$ cat src/rtl/reg_file_slave_if.sv
// Register-read bus between the decode stage (master) and the register file (slave).
// Each read request is a {en, addr} pair; the slave answers combinationally on rN_data.
interface i_regbus #(
   parameter int DATA_W = 32,
   parameter int ADDR_W = 5
);
   typedef struct packed {
      logic              en;
      logic [ADDR_W-1:0] addr;
   } reg_info_t;

   reg_info_t         r1_info;
   reg_info_t         r2_info;
   logic [DATA_W-1:0] r1_data;
   logic [DATA_W-1:0] r2_data;

   modport slave (
      input  r1_info,
      input  r2_info,
      output r1_data,
      output r2_data
   );

   modport master (
      output r1_info,
      output r2_info,
      input  r1_data,
      input  r2_data
   );
endinterface

$ cat src/rtl/reg_file_slave.sv
// MIPS general-purpose register file: two combinational read ports with write-back
// bypass, one synchronous write port, register 0 hardwired to zero.
module reg_file_slave #(
   parameter int NUM_REGS       = 32,
   parameter int DATA_W         = 32,
   parameter int ADDR_W         = 5,
   parameter bit CLEAR_ON_RESET = 1'b1
) (
   input  logic              clk,
   input  logic              rst_n,
   i_regbus.slave            regbus,
   input  logic              wb_en,
   input  logic [ADDR_W-1:0] wb_addr,
   input  logic [DATA_W-1:0] wb_data
);

   if (NUM_REGS != (1 << ADDR_W)) begin : g_bad_cfg
      $error("reg_file_slave: NUM_REGS must equal 2**ADDR_W");
   end

   logic [DATA_W-1:0] regs_q [NUM_REGS];
   logic [DATA_W-1:0] regs_d [NUM_REGS];
   logic [DATA_W-1:0] r1_data;
   logic [DATA_W-1:0] r2_data;

   // Read priority: reset, disabled port, r0, same-cycle write-back, storage.
   function automatic logic [DATA_W-1:0] rd_port(
      input logic              rst_n_v,
      input logic              en,
      input logic [ADDR_W-1:0] addr,
      input logic              wb_en_v,
      input logic [ADDR_W-1:0] wb_addr_v,
      input logic [DATA_W-1:0] wb_data_v,
      input logic [DATA_W-1:0] stored
   );
      logic [DATA_W-1:0] res;
      res = '0;
      if (rst_n_v && en && (addr != '0)) begin
         if (wb_en_v && (wb_addr_v == addr)) begin
            res = wb_data_v;
         end else begin
            res = stored;
         end
      end
      return res;
   endfunction

   always_comb begin
      regs_d = regs_q;
      if (wb_en && (wb_addr != '0)) begin
         regs_d[wb_addr] = wb_data;
      end
      regs_d[0] = '0;
   end

   // Reset takes precedence over a coincident write-back.
   always_ff @(posedge clk) begin
      if (!rst_n) begin
         if (CLEAR_ON_RESET) begin
            for (int i = 0; i < NUM_REGS; i++) begin
               regs_q[i] <= '0;
            end
         end
      end else begin
         regs_q <= regs_d;
      end
   end

   always_comb begin
      r1_data = rd_port(rst_n, regbus.r1_info.en, regbus.r1_info.addr,
                        wb_en, wb_addr, wb_data, regs_q[regbus.r1_info.addr]);
      r2_data = rd_port(rst_n, regbus.r2_info.en, regbus.r2_info.addr,
                        wb_en, wb_addr, wb_data, regs_q[regbus.r2_info.addr]);
   end

   assign regbus.r1_data = r1_data;
   assign regbus.r2_data = r2_data;

endmodule

$ cat src/flat_wrapper.sv
// flat-port wrapper written by rule: the top's interface ports become plain ports
module reg_file_slave_flat 
#(
   parameter int NUM_REGS       = 32,
   parameter int DATA_W         = 32,
   parameter int ADDR_W         = 5,
   parameter bit CLEAR_ON_RESET = 1'b1
)
  (clk, rst_n, wb_en, wb_addr, wb_data, regbus_r1_info, regbus_r2_info, regbus_r1_data, regbus_r2_data);
  i_regbus #(.DATA_W(DATA_W), .ADDR_W(ADDR_W)) regbus_i ();
  input  logic clk;
  input  logic rst_n;
  input  logic wb_en;
  input  logic [ADDR_W-1:0] wb_addr;
  input  logic [DATA_W-1:0] wb_data;
  input wire logic [$bits(regbus_i.r1_info)-1:0] regbus_r1_info;
  input wire logic [$bits(regbus_i.r2_info)-1:0] regbus_r2_info;
  output wire logic [$bits(regbus_i.r1_data)-1:0] regbus_r1_data;
  output wire logic [$bits(regbus_i.r2_data)-1:0] regbus_r2_data;
  assign regbus_i.r1_info = regbus_r1_info;
  assign regbus_i.r2_info = regbus_r2_info;
  assign regbus_r1_data = regbus_i.r1_data;
  assign regbus_r2_data = regbus_i.r2_data;
  reg_file_slave #(.NUM_REGS(NUM_REGS), .DATA_W(DATA_W), .ADDR_W(ADDR_W), .CLEAR_ON_RESET(CLEAR_ON_RESET)) u_core (.clk(clk), .rst_n(rst_n), .regbus(regbus_i), .wb_en(wb_en), .wb_addr(wb_addr), .wb_data(wb_data));
endmodule
$ cat config.mk
export PLATFORM = sky130hd
export DESIGN_NAME = reg_file_slave_flat
export DESIGN_NICKNAME = d
export VERILOG_FILES = /design/src/rtl/reg_file_slave_if.sv /design/src/rtl/reg_file_slave.sv /design/src/flat_wrapper.sv
export SDC_FILE = /design/constraint.sdc
export NUM_CORES = 2
export LEC_CHECK = 0
export CAP_MARGIN = 20
export CORE_MARGIN = 2
export CORE_UTILIZATION = 50
export CTS_CLUSTER_DIAMETER = 40
export DETAILED_ROUTE_END_ITERATION = 10
export PLACE_DENSITY = 0.64
export SYNTH_ARGS = -nofsm -noshare
export SYNTH_HDL_FRONTEND = slang
export SYNTH_SLANG_ARGS = --single-unit
$ cat constraint.sdc
create_clock -name clk -period 5.1 [get_ports clk]
set_clock_uncertainty 0.1 [all_clocks]
set_input_delay 1.02 -clock clk [delete_from_list [all_inputs] [get_ports clk]]
set_output_delay 1.02 -clock clk [all_outputs]
set_load 0.02 [all_outputs]
==> results.toml <==
[critical_path]
timing.rr.end = "u_core.regs_q[943]"
cp_data_required_time_ps = 3980
worstPathMaxFanout = 8
path_cells = "clkdlybuf4s50_1 -> xor2_1 -> nor3_2 -> buf_4 -> a31oi_4 -> o211a_1 -> nor3_4 -> clkdlybuf4s50_1"
rrSetupSlack_ps = 4230
critPathLaunchType = "primary input"
timing.reg2reg.worst_path_depth = 2
rr_startpoint = "u_core.regs_q[943]"
cp_slowest_cell = "clkdlybuf4s50_1"
cpPeakStageDelay_ps = 700
crit_type = "primary input to output port"
crit_arrival_ps = 3960
crit_top_cell = "clkdlybuf4s50_1"
endpoint_kind = "output port"

[final_layout]
regMostFlops = "u_core.regs_q"
area_growth_pct = 15.0
nets = 6104
design_area_mm2 = 0.0625
drive_above_1_share_pct = 18.0
multi_input_area_mm2 = 0.0317
seqCellArea_mm2 = 0.0199
largest_reg_flops = 992
n_fill_cell = 9271
layout.cells.non_filler = 7583
reg_top3 = "u_core.regs_q (992)"

[timing]
timing.final.hold_violations = 0
maxSlewHeadroom_pct = 19.5
slew_viol_final = 0
setup_viol = 0
tightest_slew_ps = 1200
layout_worst_path_cycle_share_pct = 99.6
max_freq_ghz = 0.197
post-route-min-period_ps = 5080

[yosys]
synthTopCellsByArea = "dfxtp_1 37%, nand2_1 14%, mux4_2 14%, a21boi_0 10%, mux2i_1 5.7%"
synthDominantCellAreaShare_pct = 36.5
ys_warn_count = 0
syn_inst = 6120
synth-async-reset-ratio_pct = 0
synth_fp_nets = 6172
synth_common_cells = "2092 x nand2_1, 992 x dfxtp_1, 732 x a21boi_0"
synth_area_mm2 = 0.0544
syn_avg_cell_area_um2 = 8.89
synthDistinctLibCells = 63
yosysMostFrequentCell = "nand2_1"
synth-seq-cells = 992
yosysTopAreaCell = "dfxtp_1"
synth_sequential_area_ratio_pct = 36.5
yosys_most_used_dff = "dfxtp_1"
synth_edf_count = 0

[grt]
track_usage_pct = 39.0
met3_usage_pct = 9.64
top_usage_layer = "met2"
overflow = 0
antenna_found_initial = 4
grt_util_met1_pct = 52.1
grt_use_met2_pct = 56.8
grt_pass1_wl_um = 322000
grt_pass1_vias = 47000
grt_max_degree = 254

[place]
dpl_cell_area_mm2 = 0.0573
placed_cells = 7305
dp_hpwl_um = 131000
port-buffer-count = 115
place.gp.congestion = 0.952

[power]
powerDensity_mw_per_mm2 = 325
p_sw_mw = 5.39
vdd_ir_drop_max_mv = 0.344
power.internal_mw = 14.9
switching_share_pct = 26.5
p_clk_share_pct = 51.5
power_frac_seq_pct = 38.6
share_comb_of_total_power_pct = 9.9
power_leakage_nw = 21.1

[outcome]
status = "completed"

[clocking]
cts_setup_buffers = 0
root_buffer = "clkbuf_16"
cts-buffers-inserted = 148
cts-hold-fix-buffers = 0
htreeDepth = 4
clkLatencyLatePin_ps = 760
cts_tree = "yes"
clock-sinks = 992
clockBufferDepth = 3
clkTransAtPathRegs_ps = 60

[die]
core_mm2 = 0.108
die_area_mm2 = 0.111
die_h_um = 334
die_w_um = 334
io_pins = 116
start_util_pct = 50.6
rows = 120

[route]
wl_per_cell_um = 29.4
drt_iter0_drc = 7843
drc = 0
ant_nets = 0
vias = 50200
firstDrtPassIters = 7
wirelength_um = 223000
via_per_inst = 6.62

[worst_hold_path]
min_path_cells = 2
worstHoldEndpoint = "u_core.regs_q[547]"
hold_class = "register to register"
hold_start = "u_core.regs_q[547]"

[job]
cap_violations = 0
placed cells by master, fill, tap and decap left out, drive strengths merged, types with 18 or more instances in the layout:
cell type      count
nand2           2095
dfxtp            992
a21boi           992
buf              357
mux4             326
mux2i            310
clkbuf           189
a221oi           161
nor2             108
clkdlybuf4s50     85
o21ai             62
mux2              53
a22oi             42
clkinv            37
a21oi             36
nor3              34
o211ai            31
a32o              31
inv               29
nand3             24
a31oi             24
o22ai             21
o211a             18
timing repair:
item,in CTS,in global routing
resized for setup,6,5
pin swaps,1,1
setup endpoints to repair,5,15
critical path: cells and delay by family:
family / cells / cell delay (ps)
XOR/XNOR: 1 / 220
buffers and inverters: 3 / 1420
AO/OA/AOI/OAI: 2 / 540
AND/OR/NAND/NOR: 2 / 740
power by group through the flow:
stage | combinational [mW] | sequential [mW] | clock (mW)
2_1_floorplan | 1.15 | 8.00 | 0
3_3_place_gp | 1.91 | 8.02 | 0
3_5_place_dp | 1.92 | 8.02 | 0
4_1_cts | 1.93 | 7.85 | 10.5
5_1_grt | 2.04 | 7.86 | 10.8
6_report | 2.00 | 7.86 | 10.5
worst max-delay path by stage:
stage / slack (ps) / to / cells after the start / start
final: 20 / regbus_r2_data[8] / 8 / wb_addr[4]
after global routing: -10 / regbus_r2_data[8] / 8 / wb_addr[4]
after CTS: 0.7 / regbus_r2_data[12] / 10 / wb_addr[4]
after detailed placement: -70 / regbus_r2_data[11] / 11 / wb_addr[4]
after global placement: -70 / regbus_r1_data[15] / 8 / regbus_r1_info[2]
after floorplan: 1370 / regbus_r1_data[22] / 8 / regbus_r1_info[0]
logic make-up (layout without fill, tap and decap cells):
family                 after synthesis  in the layout  share of synthesized area (%)
AND/OR/NAND/NOR                   2298           2298                           16.7
AO/OA/AOI/OAI                     1464           1464                           20.3
flip-flops                         992            992                           36.5
multiplexers                       689            689                           20.3
buffers and inverters              667            725                           5.97
XOR/XNOR                            10             10                          0.161
other                                0              2                              0
cell type report:
type                       count  area share (%)
multi-input combinational   4461            50.7
sequential                   992            31.8
clock buffer                 189            6.69
timing repair buffer         442            6.54
tap                         1403            2.81
clock inverter                87            1.48
inverter                       7          0.0460
antenna                        2         0.00800
layer usage:
metal  wire (µm)  up-vias
met2       94100     3604
met1       85400    24500
met3       28200      770
li1            -    21300
met4       15200        4
met5         104        -
stage by stage:
step	setup WS [ps]	hold slack, ps	power [mW]	setup TNS (ps)	utilization [%]
global placement	-69.6	349	9.93	-190	53.3
finish	20.1	365	20.3	0	58.2
CTS	0.723	362	20.3	0	58.1
global route	-10.8	382	20.7	-10.8	58.2
floorplan	1370	342	9.15	0	-
detailed placement	-73.3	356	9.94	-168	53.3
(Power assumes the default switching activity.)
